--- src/rtl/trap_controller_if.sv ---
// ---------------------------------------------------------------------------
// trap_controller_if
//
// Purpose:
//   Bundles the core-side and CSR-side signals of the machine-mode trap
//   controller. The clock and reset are not part of the bundle.
//
// Port summary (signal groups):
//   Core status  : instruction_boundary, program_counter, exception_valid,
//                  exception_cause, mret
//   Interrupts   : irq_pending {meip, mtip, msip}, irq_enable {meie, mtie, msie}
//   CSR state    : mstatus_mie, mstatus_mpie, mtvec_base (mtvec[31:2]),
//                  mepc (mepc[31:2])
//   Trap capture : trap, interrupt, exception_code, trap_pc
//   mstatus      : mstatus_write, mstatus_mie_next, mstatus_mpie_next
//   PC control   : redirect, redirect_pc, stall
//
// Modports:
//   slave  - the trap controller (consumes core/CSR state, drives results)
//   master - the core/CSR side (drives core/CSR state, observes results)
// ---------------------------------------------------------------------------
interface trap_controller_if #(
    parameter int CODE_WIDTH = 31
);
    logic                  instruction_boundary;
    logic [31:0]           program_counter;
    logic                  exception_valid;
    logic [CODE_WIDTH-1:0] exception_cause;
    logic                  mret;
    logic [2:0]            irq_pending;
    logic [2:0]            irq_enable;
    logic                  mstatus_mie;
    logic                  mstatus_mpie;
    logic [29:0]           mtvec_base;
    logic [29:0]           mepc;

    logic                  trap;
    logic                  interrupt;
    logic [CODE_WIDTH-1:0] exception_code;
    logic [31:0]           trap_pc;
    logic                  mstatus_write;
    logic                  mstatus_mie_next;
    logic                  mstatus_mpie_next;
    logic                  redirect;
    logic [31:0]           redirect_pc;
    logic                  stall;

    modport slave (
        input  instruction_boundary, program_counter, exception_valid,
               exception_cause, mret, irq_pending, irq_enable,
               mstatus_mie, mstatus_mpie, mtvec_base, mepc,
        output trap, interrupt, exception_code, trap_pc,
               mstatus_write, mstatus_mie_next, mstatus_mpie_next,
               redirect, redirect_pc, stall
    );

    modport master (
        output instruction_boundary, program_counter, exception_valid,
               exception_cause, mret, irq_pending, irq_enable,
               mstatus_mie, mstatus_mpie, mtvec_base, mepc,
        input  trap, interrupt, exception_code, trap_pc,
               mstatus_write, mstatus_mie_next, mstatus_mpie_next,
               redirect, redirect_pc, stall
    );
endinterface

--- src/rtl/trap_controller.sv ---
// ---------------------------------------------------------------------------
// trap_controller
//
// Purpose:
//   Sequences machine-mode trap entry and mret return. In IDLE it arbitrates
//   between a synchronous exception, mret and the three machine interrupts,
//   then walks ENTER/RETURN -> REDIRECT -> IDLE, producing a one-cycle CSR
//   capture pulse, a one-cycle mstatus update strobe and a one-cycle PC
//   redirect, with stall held for the whole sequence.
//
// Parameters:
//   VECTORED   - 1: interrupts redirect to base + 4*code; 0: always base
//   CODE_WIDTH - width of the mcause code field
//
// Ports:
//   clock   - system clock, rising edge
//   reset_n - asynchronous active-low reset
//   bus     - trap_controller_if slave modport (see interface header)
// ---------------------------------------------------------------------------
module trap_controller #(
    parameter int VECTORED   = 0,
    parameter int CODE_WIDTH = 31
) (
    input logic              clock,
    input logic              reset_n,
    trap_controller_if.slave bus
);

    typedef enum logic [1:0] {
        IDLE,
        ENTER,
        RETURN,
        REDIRECT
    } state_t;

    state_t                state;

    logic [2:0]            irq_active;
    logic                  irq_eligible;
    logic [CODE_WIDTH-1:0] irq_code;
    logic                  take_interrupt;
    logic [CODE_WIDTH-1:0] trap_code;
    logic [31:0]           base_addr;
    logic [31:0]           vector_offset;
    logic [31:0]           trap_target;

    // Decide what an IDLE-cycle trap would look like: which interrupt (if
    // any) wins, whether it beats the exception/mret, and where to jump.
    // Interrupt order is MEI > MSI > MTI, which is not the bit order of
    // irq_pending ({meip, mtip, msip}), hence the explicit selection.
    always_comb begin
        irq_active     = bus.irq_pending & bus.irq_enable;
        irq_eligible   = (irq_active != 3'b000) && bus.mstatus_mie
                         && bus.instruction_boundary;
        irq_code       = CODE_WIDTH'(7);
        if (irq_active[2]) begin
            irq_code = CODE_WIDTH'(11);
        end else if (irq_active[0]) begin
            irq_code = CODE_WIDTH'(3);
        end
        take_interrupt = !bus.exception_valid && !bus.mret && irq_eligible;
        trap_code      = take_interrupt ? irq_code : bus.exception_cause;
        base_addr      = {bus.mtvec_base, 2'b00};
        vector_offset  = 32'(trap_code) << 2;
        trap_target    = base_addr;
        if ((VECTORED != 0) && take_interrupt) begin
            trap_target = base_addr + vector_offset;
        end
    end

    // Sequencer with all outputs registered. Everything the later states
    // need (cause, PC, target, new mstatus bits) is captured on leaving IDLE,
    // so input changes during a sequence cannot disturb it. redirect_pc
    // doubles as the latched target register.
    always_ff @(posedge clock or negedge reset_n) begin
        if (!reset_n) begin
            state                 <= IDLE;
            bus.trap              <= 1'b0;
            bus.interrupt         <= 1'b0;
            bus.exception_code    <= '0;
            bus.trap_pc           <= 32'h0;
            bus.mstatus_write     <= 1'b0;
            bus.mstatus_mie_next  <= 1'b0;
            bus.mstatus_mpie_next <= 1'b0;
            bus.redirect          <= 1'b0;
            bus.redirect_pc       <= 32'h0;
            bus.stall             <= 1'b0;
        end else begin
            case (state)
                IDLE: begin
                    if (bus.exception_valid || take_interrupt) begin
                        state                 <= ENTER;
                        bus.stall             <= 1'b1;
                        bus.trap              <= 1'b1;
                        bus.mstatus_write     <= 1'b1;
                        bus.mstatus_mie_next  <= 1'b0;
                        bus.mstatus_mpie_next <= bus.mstatus_mie;
                        bus.interrupt         <= take_interrupt;
                        bus.exception_code    <= trap_code;
                        bus.trap_pc           <= bus.program_counter & ~32'h3;
                        bus.redirect_pc       <= trap_target;
                    end else if (bus.mret) begin
                        state                 <= RETURN;
                        bus.stall             <= 1'b1;
                        bus.mstatus_write     <= 1'b1;
                        bus.mstatus_mie_next  <= bus.mstatus_mpie;
                        bus.mstatus_mpie_next <= 1'b1;
                        bus.redirect_pc       <= {bus.mepc, 2'b00};
                    end
                end
                ENTER, RETURN: begin
                    state             <= REDIRECT;
                    bus.trap          <= 1'b0;
                    bus.mstatus_write <= 1'b0;
                    bus.redirect      <= 1'b1;
                end
                REDIRECT: begin
                    state        <= IDLE;
                    bus.redirect <= 1'b0;
                    bus.stall    <= 1'b0;
                end
                default: begin
                    state <= IDLE;
                end
            endcase
        end
    end

endmodule

--- src/flat_wrapper.sv ---
// flat-port wrapper written by rule: the top's interface ports become plain ports
module trap_controller_flat 
#(
    parameter int VECTORED   = 0,
    parameter int CODE_WIDTH = 31
)
  (clock, reset_n, bus_instruction_boundary, bus_program_counter, bus_exception_valid, bus_exception_cause, bus_mret, bus_irq_pending, bus_irq_enable, bus_mstatus_mie, bus_mstatus_mpie, bus_mtvec_base, bus_mepc, bus_trap, bus_interrupt, bus_exception_code, bus_trap_pc, bus_mstatus_write, bus_mstatus_mie_next, bus_mstatus_mpie_next, bus_redirect, bus_redirect_pc, bus_stall);
  trap_controller_if #(.CODE_WIDTH(CODE_WIDTH)) bus_i ();
  input logic clock;
  input logic reset_n;
  input wire logic [$bits(bus_i.instruction_boundary)-1:0] bus_instruction_boundary;
  input wire logic [$bits(bus_i.program_counter)-1:0] bus_program_counter;
  input wire logic [$bits(bus_i.exception_valid)-1:0] bus_exception_valid;
  input wire logic [$bits(bus_i.exception_cause)-1:0] bus_exception_cause;
  input wire logic [$bits(bus_i.mret)-1:0] bus_mret;
  input wire logic [$bits(bus_i.irq_pending)-1:0] bus_irq_pending;
  input wire logic [$bits(bus_i.irq_enable)-1:0] bus_irq_enable;
  input wire logic [$bits(bus_i.mstatus_mie)-1:0] bus_mstatus_mie;
  input wire logic [$bits(bus_i.mstatus_mpie)-1:0] bus_mstatus_mpie;
  input wire logic [$bits(bus_i.mtvec_base)-1:0] bus_mtvec_base;
  input wire logic [$bits(bus_i.mepc)-1:0] bus_mepc;
  output wire logic [$bits(bus_i.trap)-1:0] bus_trap;
  output wire logic [$bits(bus_i.interrupt)-1:0] bus_interrupt;
  output wire logic [$bits(bus_i.exception_code)-1:0] bus_exception_code;
  output wire logic [$bits(bus_i.trap_pc)-1:0] bus_trap_pc;
  output wire logic [$bits(bus_i.mstatus_write)-1:0] bus_mstatus_write;
  output wire logic [$bits(bus_i.mstatus_mie_next)-1:0] bus_mstatus_mie_next;
  output wire logic [$bits(bus_i.mstatus_mpie_next)-1:0] bus_mstatus_mpie_next;
  output wire logic [$bits(bus_i.redirect)-1:0] bus_redirect;
  output wire logic [$bits(bus_i.redirect_pc)-1:0] bus_redirect_pc;
  output wire logic [$bits(bus_i.stall)-1:0] bus_stall;
  assign bus_i.instruction_boundary = bus_instruction_boundary;
  assign bus_i.program_counter = bus_program_counter;
  assign bus_i.exception_valid = bus_exception_valid;
  assign bus_i.exception_cause = bus_exception_cause;
  assign bus_i.mret = bus_mret;
  assign bus_i.irq_pending = bus_irq_pending;
  assign bus_i.irq_enable = bus_irq_enable;
  assign bus_i.mstatus_mie = bus_mstatus_mie;
  assign bus_i.mstatus_mpie = bus_mstatus_mpie;
  assign bus_i.mtvec_base = bus_mtvec_base;
  assign bus_i.mepc = bus_mepc;
  assign bus_trap = bus_i.trap;
  assign bus_interrupt = bus_i.interrupt;
  assign bus_exception_code = bus_i.exception_code;
  assign bus_trap_pc = bus_i.trap_pc;
  assign bus_mstatus_write = bus_i.mstatus_write;
  assign bus_mstatus_mie_next = bus_i.mstatus_mie_next;
  assign bus_mstatus_mpie_next = bus_i.mstatus_mpie_next;
  assign bus_redirect = bus_i.redirect;
  assign bus_redirect_pc = bus_i.redirect_pc;
  assign bus_stall = bus_i.stall;
  trap_controller #(.VECTORED(VECTORED), .CODE_WIDTH(CODE_WIDTH)) u_core (.clock(clock), .reset_n(reset_n), .bus(bus_i));
endmodule
--- config.mk ---
export PLATFORM = sky130hd
export DESIGN_NAME = trap_controller_flat
export DESIGN_NICKNAME = d
export VERILOG_FILES = /design/src/rtl/trap_controller_if.sv /design/src/rtl/trap_controller.sv /design/src/flat_wrapper.sv
export SDC_FILE = /design/constraint.sdc
export NUM_CORES = 1
export LEC_CHECK = 0
export BUFFER_PORTS_ARGS = -buffer_cell sky130_fd_sc_hd__buf_2
export CORE_ASPECT_RATIO = 0.9
export CORE_MARGIN = 2
export CORE_UTILIZATION = 48
export CTS_BUF_LIST = sky130_fd_sc_hd__clkbuf_16
export CTS_CLUSTER_SIZE = 20
export DETAILED_ROUTE_END_ITERATION = 8
export HOLD_SLACK_MARGIN = 0.03
export PLACE_DENSITY = 0.95
export SYNTH_ARGS = -nofsm -noshare
export SYNTH_HDL_FRONTEND = slang
export SYNTH_SLANG_ARGS = --single-unit
--- constraint.sdc ---
create_clock -name clock -period 4.4 [get_ports clock]
set_clock_uncertainty 0.1 [all_clocks]
set_input_delay 0.88 -clock clock [delete_from_list [all_inputs] [get_ports clock]]
set_output_delay 0.88 -clock clock [all_outputs]
set_load 0.02 [all_outputs]
==> results of run 1 <==
[cells in the mapped netlist, drive strengths merged]
master and instances:
a211o 2, a21boi 1, a21o 2, a21oi 2, a221oi 1, a222oi 1
a22o 1, a32o 28, and4bb 1, buf 21, clkbuf 8, conb 1
dfrtp 100, ha 4, inv 6, mux2 30, mux2i 30, nand2 40
nand4bb 1, nor2 6, nor2b 1, nor3 1, o211a 1, o211ai 1
o21ai 38, o21bai 1, o221ai 1, o22ai 2, o2bb2ai 1, o31ai 2
[critical path, stage by stage]
cell and delay, ps:
buf_2 520, and4bb_2 330, o221ai_4 610, buf_12 290, mux2_2 370
[area by class of cell]
type	count	area share
clock buffer	9	0.0391
clock inverter	7	0.0117
inverter	6	0.00391
multi-input combinational	203	0.275
sequential	100	0.434
tap	119	0.0259
timing repair buffer	236	0.210
[per-stage QoR]
stage	instance area, um^2	utilization	hold slack [ps]	total power [mW]
3_3_place_gp	5470	0.635	360	3.48
2_1_floorplan	4280	-	395	2.88
3_5_place_dp	5470	0.635	370	3.59
5_1_grt	5760	0.669	405	4.59
4_1_cts	5760	0.669	385	4.37
6_report	5760	0.669	380	4.32
[metal layers]
layer	track usage	vias up
met1	0.243	1672
met5	0	-
met2	0.388	146
met3	0.0546	13
li1	-	1644
met4	0.0636	0
[worst paths after layout]
kind | start | endpoint | slack, ps | cells past startpoint
worst max-delay path | bus_exception_valid | u_core.bus.trap_pc[16] | 1490 | 5
worst min-delay path | u_core.bus.redirect_pc[20] | u_core.bus.redirect_pc[20] | 380 | 2
worst max register to register | u_core.state[1] | u_core.bus.trap_pc[16] | 2120 | 6
worst min register to register | u_core.bus.redirect_pc[20] | u_core.bus.redirect_pc[20] | 380 | 2
max in group asynchronous | reset_n | u_core.bus.trap_pc[26] | 2700 | 2
min in group asynchronous | reset_n | u_core.bus.exception_code[22] | 590 | 1
[cells by family (layout without fill, tap and decap cells)]
| logic type | after synthesis | after routing | synth area share |
|---|---|---|---|
| AO/OA/AOI/OAI | 85 | 85 | 0.150 |
| multiplexers | 60 | 60 | 0.149 |
| flip-flops | 100 | 100 | 0.586 |
| buffers and inverters | 35 | 258 | 0.0536 |
| other | 1 | 4 | 0.000878 |
| AND/OR/NAND/NOR | 50 | 50 | 0.0486 |
| adder cells (fa/ha/maj) | 4 | 4 | 0.0117 |
[power breakdown]
group | total [mW] | switching, mW | internal (mW) | leakage, nW
clock network | 0.769 | 0.330 | 0.439 | 0.145
logic | 1.94 | 1.19 | 0.754 | 1.67
registers | 1.61 | 0.234 | 1.37 | 1.22
total | 4.32 | 1.75 | 2.57 | 3.03
[flip-flops by register name, summed over array words and instances (netlist names)]
register,flops
u_core.bus.exception_code,31
u_core.bus.interrupt,1
u_core.bus.mstatus_mie_next,1
u_core.bus.mstatus_mpie_next,1
u_core.bus.mstatus_write,1
u_core.bus.redirect,1
u_core.bus.redirect_pc,30
u_core.bus.stall,1
u_core.bus.trap,1
u_core.bus.trap_pc,30
u_core.state,2
==> flow_summary.ini, run 1 <==
[cts]
cts_sinks = 100
ctsHtreeMaxLevel = 3
postCtsSetupBuffers = 0
cts_resized = 0
hold_buffers = 0
cts_made_buffers = 9
clockBufferDepth = 2
clk_latency_ps = 330
cts_tree = done
cts_root_buf = clkbuf_16
clk_pin_slew_ps = 60

[synth]
synthDistinctLibCells = 39
synth_top_area_share = 0.586
yosys-top-cells-area = dfrtp_1, mux2_2, mux2i_1
synthCells = 335
yosys.area.top_type = dfrtp_1
netlist_area_mm2 = 0.00427
ys_warn_count = 0
synth_seq_area_share = 0.586
synth-seq-cells = 100
avgSynthCellArea_um2 = 12.8

[route]
drc = 0
top_layer = met4
wirelength_mm = 10.6
wl_met1_mm = 4.04
first_pass_iters = 7
num_vias = 3475
dr_wl_met2_mm = 5.73
wire_per_inst_um = 15.6
wl_met3_um = 714
via_per_inst = 5.11
ant_nets = 0
drt-initial-drc-count = 135

[finish]
layout_common_cells = buf_2, dfrtp_1, nand2_1, mux2_2, mux2i_1
n_fill_cell = 687
drive_gt1_frac = 0.513
final_cells = 680
final_common_cell = buf_2
fin_nets = 696
n_antenna_cell = 0
ff_latch_area_mm2 = 0.00250
syn_to_final_growth_pct = 34.8
multiInputGateArea_mm2 = 0.00158

[power_and_ir_drop]
cellLeakagePower_nw = 3.03
power.density_mw_per_mm2 = 750
peakVddDrop_uv = 379

[sta]
slew_viol_final = 0
setup_slack_ps = 1490
min_period_over_period = 0.662
relSlewSlack = 0.372
period_minus_slack_ps = 2910
hold_viol_final = 0
tightestPinTransition_ps = 943
setup_viol = 0
fmax_mhz = 343
rsz0062_at_grt = false
finalSetupTns_ps = 0

[die]
dieHeight_um = 93.5
num_io_pins = 238
rows = 32
initial_core_util = 0.496
die_w_um = 103
core-area_mm2 = 0.00861
die_area_mm2 = 0.00967

[place]
dp_slack_ps = 1140
gp_congestion = 0.739
dp_hpwl_mm = 8.01
dp.cells = 664
io_buffer_count = 231

[critical_path]
critPathArrivalTime_ps = 3030
crit_fanout = 40
cp-start-kind = input pin
worstPathRequired_ps = 4510
critPathKind = input pin to flop
cp-end-kind = flop

[global_route]
antenna_found_initial = 0
grt_pass1_wl_mm = 16.1
grt_pass1_vias = 3451
overflow = 0
grt.total_usage = 0.213
grt_max_degree = 76

[job]
drv_cap = 0

[status]
outcome = finished, final reports clean

[min_path]
min_path_type = flop to flop
Note: power is estimated with default switching activity, not from simulation.
==> run 2: changes to the inputs <==
--- a/config.mk
+++ b/config.mk
@@ -5,15 +5,16 @@
 export SDC_FILE = /design/constraint.sdc
 export NUM_CORES = 1
 export LEC_CHECK = 0
+export ABC_AREA = 1
 export BUFFER_PORTS_ARGS = -buffer_cell sky130_fd_sc_hd__buf_2
 export CORE_ASPECT_RATIO = 0.9
 export CORE_MARGIN = 2
-export CORE_UTILIZATION = 48
+export CORE_UTILIZATION = 46
 export CTS_BUF_LIST = sky130_fd_sc_hd__clkbuf_16
 export CTS_CLUSTER_SIZE = 20
 export DETAILED_ROUTE_END_ITERATION = 8
 export HOLD_SLACK_MARGIN = 0.03
-export PLACE_DENSITY = 0.95
+export PLACE_DENSITY = 0.93
 export SYNTH_ARGS = -nofsm -noshare
 export SYNTH_HDL_FRONTEND = slang
 export SYNTH_SLANG_ARGS = --single-unit
==> constraint.sdc (replaced) <==
create_clock -name clock -period 2.8 [get_ports clock]
set_clock_uncertainty 0.1 [all_clocks]
set_input_delay 0.56 -clock clock [delete_from_list [all_inputs] [get_ports clock]]
set_output_delay 0.56 -clock clock [all_outputs]
set_load 0.02 [all_outputs]
==> run 2 against run 1 <==
Against the previous run:
- die area rose by 12%
- synthesized cell count rose by 69%
- worst hold slack got worse by 340 ps
- first-iteration DRC count rose by 150%
- utilization fell by 4.5 points
==> flow_summary.ini, run 2 <==
[status]
outcome = finished, final reports clean

[die]
dieHeight_um = 98.9
die_w_um = 109
die_area_mm2 = 0.0108
core-area_mm2 = 0.00970
num_io_pins = 238
initial_core_util = 0.475
rows = 34

[synth]
synth_xor_area_frac = 0
async_flop_share = 1.00
synth-seq-cells = 100
synthTopCellsByCount = nand2_1, dfrtp_1, nand3_1
synth_edf_count = 0
yosys-top-cells-area = dfrtp_1, nand2_1, nand3_1
netlist_area_mm2 = 0.00460
synthSimpleGateAreaFrac = 0.324
synth_top_area_share = 0.543
synth_seq_area_share = 0.543
avgSynthCellArea_um2 = 8.14
synth-main-ff-cell = dfrtp_1
yosys.area.top_type = dfrtp_1
yosysMostFrequentCell = nand2_1
synth_compound_area_frac = 0.0568
synth_top_family_by_area = simple AND/OR/NAND/NOR gates
synthCells = 566
ys_warn_count = 0
synthDistinctLibCells = 22
yosys.area_share.adder = 0.0109
muxShareOfSynthArea = 0

[finish]
regMostFlops = u_core.bus.exception_code
largest_reg_flops = 31
top_regs = u_core.bus.exception_code x31, u_core.bus.redirect_pc x30, u_core.bus.trap_pc x30
n_fill_cell = 860
fin_nets = 922
ff_latch_area_mm2 = 0.00250
n_antenna_cell = 0
layout_common_cells = nand2_1, buf_2, dfrtp_1, nand3_1, o21ai_2
final_common_cell = nand2_1
drive_gt1_frac = 0.358
multiInputGateArea_mm2 = 0.00182
syn_to_final_growth_pct = 31.5
final_cells = 913

[route]
num_vias = 4351
wirelength_mm = 11.9
ant_nets = 0
via_per_inst = 4.77
drt-initial-drc-count = 334
wire_per_inst_um = 13.1
first_pass_iters = 4
drc = 0

[critical_path]
critical_path.max_stage_delay_ps = 410
cp-start-kind = input pin
crit_fanout = 32
critPathArrivalTime_ps = 1970
timing.critical_path.buf_inv = 3
crit_chain = buf_2, inv_2, nand2_2, nor2_2, nand2_2, nand2_4, nand2_4, inv_2, nand2_1, nand2_1
critPathKind = input pin to flop
cp-end-kind = flop
cpLargestDelayFamily = simple AND/OR/NAND/NOR gates
worstPathRequired_ps = 2960
crit_slowest_cell = inv_2

[sta]
slew_viol_final = 0
setup_viol = 0
hold_viol_final = 0
period_minus_slack_ps = 1810
finalSetupTns_ps = 0
relSlewSlack = 0.600
rsz0062_at_grt = false
tightestPinTransition_ps = 598
fmax_mhz = 553
min_period_over_period = 0.646

[power_and_ir_drop]
switching_share = 0.441
p_seq_frac = 0.366
p_comb_frac = 0.459
switching_power_mw = 2.97
power.density_mw_per_mm2 = 1120
cellLeakagePower_nw = 3.67
pwr-share-clk = 0.175
peakVddDrop_uv = 535
power.internal_mw = 3.78

[place]
io_buffer_count = 231
dp.cells = 897
gp_congestion = 0.807
dp_hpwl_mm = 8.83

[cts]
cts_resized = 0
cts_tree = done
clk_latency_ps = 330
cts_made_buffers = 9
ctsHtreeMaxLevel = 3
clockBufferDepth = 2
cts_sinks = 100
hold_buffers = 0
clk_pin_slew_ps = 70
postCtsSetupBuffers = 0
cts_root_buf = clkbuf_16

[global_route]
grt_max_degree = 93
grt.total_usage = 0.220
grt_pass1_wl_mm = 18.8
grt_pass1_vias = 4113
antenna_found_initial = 0
overflow = 0

[job]
drv_cap = 0

[min_path]
min_path_type = input pin to asynchronous set/reset pin
run 2: changes by cell type after synthesis, moves of 4 or more:
cell / previous run / this run
o21ai_1: 25 / 11
nand2_1: 40 / 328
nor2_1: 6 / 2
buf_4: 4 / 8
a32o_1: 28 / 0
buf_2: 10 / 15
clkbuf_1: 7 / 1
buf_6: 4 / 9
mux2i_1: 30 / 0
nand3_1: 0 / 36
o21ai_2: 0 / 19
mux2_2: 30 / 0
o21ai_0: 13 / 6
run 2: final timing paths:
kind / from / endpoint / slack, ps / cells after the start
worst max-delay path: bus_exception_valid / u_core.bus.trap_pc[27] / 990 / 10
worst min-delay path: reset_n / u_core.bus.redirect_pc[25] / 40 / 1
worst max register to register: u_core.state[1] / u_core.state[1] / 1020 / 7
worst min register to register: u_core.bus.stall / u_core.bus.stall / 370 / 2
max in group asynchronous: reset_n / u_core.bus.trap_pc[27] / 1870 / 2
min in group clock: bus_program_counter[24] / u_core.bus.trap_pc[24] / 320 / 3
run 2: cells by family after synthesis:
logic type | count (synthesis)
AO/OA/AOI/OAI | 38
adder cells (fa/ha/maj) | 4
buffers and inverters | 47
flip-flops | 100
other | 1
AND/OR/NAND/NOR | 376
run 2: cell type report:
type | count | share of cell area
Tap cell | 126 | 0.0260
Multi-Input combinational cell | 422 | 0.301
Sequential cell | 100 | 0.413
Timing Repair Buffer | 238 | 0.206
Inverter | 11 | 0.00682
Clock buffer | 9 | 0.0372
Clock inverter | 7 | 0.00971
run 2: power by group through the flow:
stage / registers [mW] / clock network (mW) / logic [mW]
CTS: 2.47 / 1.20 / 3.14
global placement: 2.46 / 0 / 3.04
finish: 2.47 / 1.18 / 3.10
floorplan: 3.30 / 0 / 1.25
global route: 2.55 / 1.28 / 3.42
detailed placement: 2.48 / 0 / 3.14
run 2: metal layers:
metal  track usage  vias to the layer above  routed length, um
met5             0                        -                  0
met1         0.262                     1977               4860
met4        0.0750                        0                246
met2         0.386                      175               5890
li1              -                     2177                  -
met3        0.0556                       22                929
run 2: per-stage QoR:
| stage | power [mW] | area, um^2 | setup slack [ps] | hold WS [ps] | util |
|---|---|---|---|---|---|
| 2_1_floorplan | 4.55 | 4620 | 1090 | 164 | - |
| 3_3_place_gp | 5.50 | 5770 | 661 | 351 | 0.595 |
| 3_5_place_dp | 5.62 | 5770 | 588 | 359 | 0.595 |
| 4_1_cts | 6.81 | 6050 | 931 | 45.3 | 0.624 |
| 5_1_grt | 7.25 | 6050 | 816 | 61.0 | 0.624 |
| 6_report | 6.75 | 6050 | 991 | 38.8 | 0.624 |
==> run 3: changes to the inputs <==
==> constraint.sdc (replaced) <==
create_clock -name clock -period 1.8 [get_ports clock]
set_clock_uncertainty 0.1 [all_clocks]
set_input_delay 0.36 -clock clock [delete_from_list [all_inputs] [get_ports clock]]
set_output_delay 0.36 -clock clock [all_outputs]
set_load 0.02 [all_outputs]
==> run 3 against run 2 <==
Against the previous run:
- wire length is 1.8% higher
- critical path type is now flop to flop
- sequential power increased by 57%
- die area is the same
- critical endpoint is now u_core.state[1]
- largest cell class unchanged
- worst hold slack better by 81 ps
- register-to-register slack worse by 920 ps
- largest power group unchanged
- cell count is 1.1% higher
- non-clock buffer count grew 10
- total power rose by 59%
- clock power up 62%
- design area up 2.2%
- flip-flop and latch count is the same
- global-route usage is 0.46 points higher
==> flow_summary.ini, run 3 (synthesis results as in run 2) <==
[status]
outcome = finished, final reports clean

[route]
via_per_inst = 4.76
dr_wl_met2_mm = 5.88
wl_met1_mm = 5.18
wirelength_mm = 12.1
wire_per_inst_um = 13.2
wl_met3_um = 849
num_vias = 4396
first_pass_iters = 4
drt-initial-drc-count = 277
drc = 0
top_layer = met4
ant_nets = 0

[critical_path]
critical_path.max_stage_delay_ps = 400
r2r_slack_ps = 100
critPathKind = flop to flop
reg2reg_depth = 7
timing.critical_path.buf_inv = 2
crit_chain = inv_1, ha_2, inv_1, nor2_1, nand3_1, nand3_1, nand2_1
worstPathRequired_ps = 1920
cpLargestDelayFamily = simple AND/OR/NAND/NOR gates
cp-end-kind = flop
cp-start-kind = flop
crit_slowest_cell = dfrtp_1
crit_fanout = 6
crit_cells = 7
critPathArrivalTime_ps = 1820

[power_and_ir_drop]
power.density_mw_per_mm2 = 1730
pwr-share-clk = 0.179
peakVddDrop_uv = 851
p_comb_frac = 0.460
power_mw = 10.7
power.internal_mw = 6.08
switching_power_mw = 4.62
switching_share = 0.432
cellLeakagePower_nw = 3.73
p_seq_frac = 0.361

[sta]
period_minus_slack_ps = 1700
whs_ps = 120
hold_viol_final = 0
fmax_mhz = 589
min_period_over_period = 0.944
rsz0062_at_grt = false
slew_viol_final = 0
setup_viol = 0

[global_route]
grt_pass1_vias = 4059
grt_pass1_wl_mm = 19.0
grt_max_degree = 51
grt.total_usage = 0.225
overflow = 0
antenna_found_initial = 0

[die]
die_w_um = 109
dieHeight_um = 98.9
rows = 34
die_area_mm2 = 0.0108
num_io_pins = 238
initial_core_util = 0.475
core-area_mm2 = 0.00970

[finish]
fin_nets = 932
top_regs = u_core.bus.exception_code x31, u_core.bus.redirect_pc x30, u_core.bus.trap_pc x30
final_common_cell = nand2_1
largest_reg_flops = 31
n_antenna_cell = 0
syn_to_final_growth_pct = 34.4
utilization = 0.638
drive_gt1_frac = 0.366
n_fill_cell = 837
layout_common_cells = nand2_1, buf_2, dfrtp_1, nand3_1, o21ai_2
ff_latch_area_mm2 = 0.00250
multiInputGateArea_mm2 = 0.00182
regMostFlops = u_core.bus.exception_code

[cts]
cts_made_buffers = 9
clk_latency_ps = 330
clk_pin_slew_ps = 70
cts_tree = done
cts_sinks = 100
clockBufferDepth = 2
postCtsSetupBuffers = 0
cts_root_buf = clkbuf_16
ctsHtreeMaxLevel = 3

[min_path]
min_path_type = input pin to flop
holdPathStages = 3

[place]
dp_hpwl_mm = 9.10
io_buffer_count = 231
gp_congestion = 0.813

[job]
drv_cap = 0
-- run 3: cell count changes in the layout (fill, tap and decap cells not counted) --
cell	change
buf_4	+6
buf_12	+3
inv_8	-2
bufinv_16	+1
clkinv_1	+1
clkinv_2	+1
clkinvlp_4	-1
dlygate4sd3_1	+1
ha_1	-1
ha_2	+1
inv_1	-1
inv_2	-1
inv_4	+1
inv_6	+1
-- run 3: power groups by stage --
stage	sequential (mW)	clock, mW	combinational (mW)
finish	3.87	1.91	4.93
global route	3.99	2.06	5.42
CTS	3.86	1.96	4.97
detailed placement	3.86	0	4.96
global placement	3.84	0	4.79
floorplan	5.13	0	1.94
-- run 3: what timing repair did --
action	4_1_cts	5_1_grt
resized for setup	0	3
hold endpoints to repair	30	0
hold buffers	1	0
endpoints found under the setup margin	0	34
-- run 3: per-layer routing --
layer,vias to the layer above,global-route usage
met5,-,0
li1,2199,-
met1,2004,0.275
met4,0,0.0701
met3,18,0.0536
met2,175,0.390
-- run 3: worst min-delay path, cell delays in order --
cell	delay, ps
buf_2	70
nand2_1	40
nand2_1	50
-- run 3: final timing paths --
kind / startpoint / end
setup / recovery: u_core.state[0] / u_core.state[1]
hold / removal: bus_program_counter[17] / u_core.bus.trap_pc[17]
setup reg to reg: u_core.state[0] / u_core.state[1]
hold reg to reg: u_core.bus.mstatus_write / u_core.bus.mstatus_write
max in group asynchronous: reset_n / u_core.bus.trap_pc[16]
min in group asynchronous: reset_n / u_core.bus.redirect_pc[25]
-- run 3: area by class of cell --
class | count | share of cell area
inverters | 11 | 0.00708
repair buffers | 248 | 0.220
well taps | 126 | 0.0255
multi-input cells | 422 | 0.295
clock buffers | 9 | 0.0364
flip-flops and latches | 100 | 0.404
clock inverters | 7 | 0.0117
-- run 3: stage by stage --
step	TNS (ps)	cells	area, um^2	worst slack [ps]
6_report	0	923	6190	101
2_1_floorplan	0	569	4620	293
3_3_place_gp	-4.98	906	5880	-4.98
5_1_grt	0	923	6190	12.4
4_1_cts	0	923	6180	39.3
3_5_place_dp	-1490	906	5880	-71.1
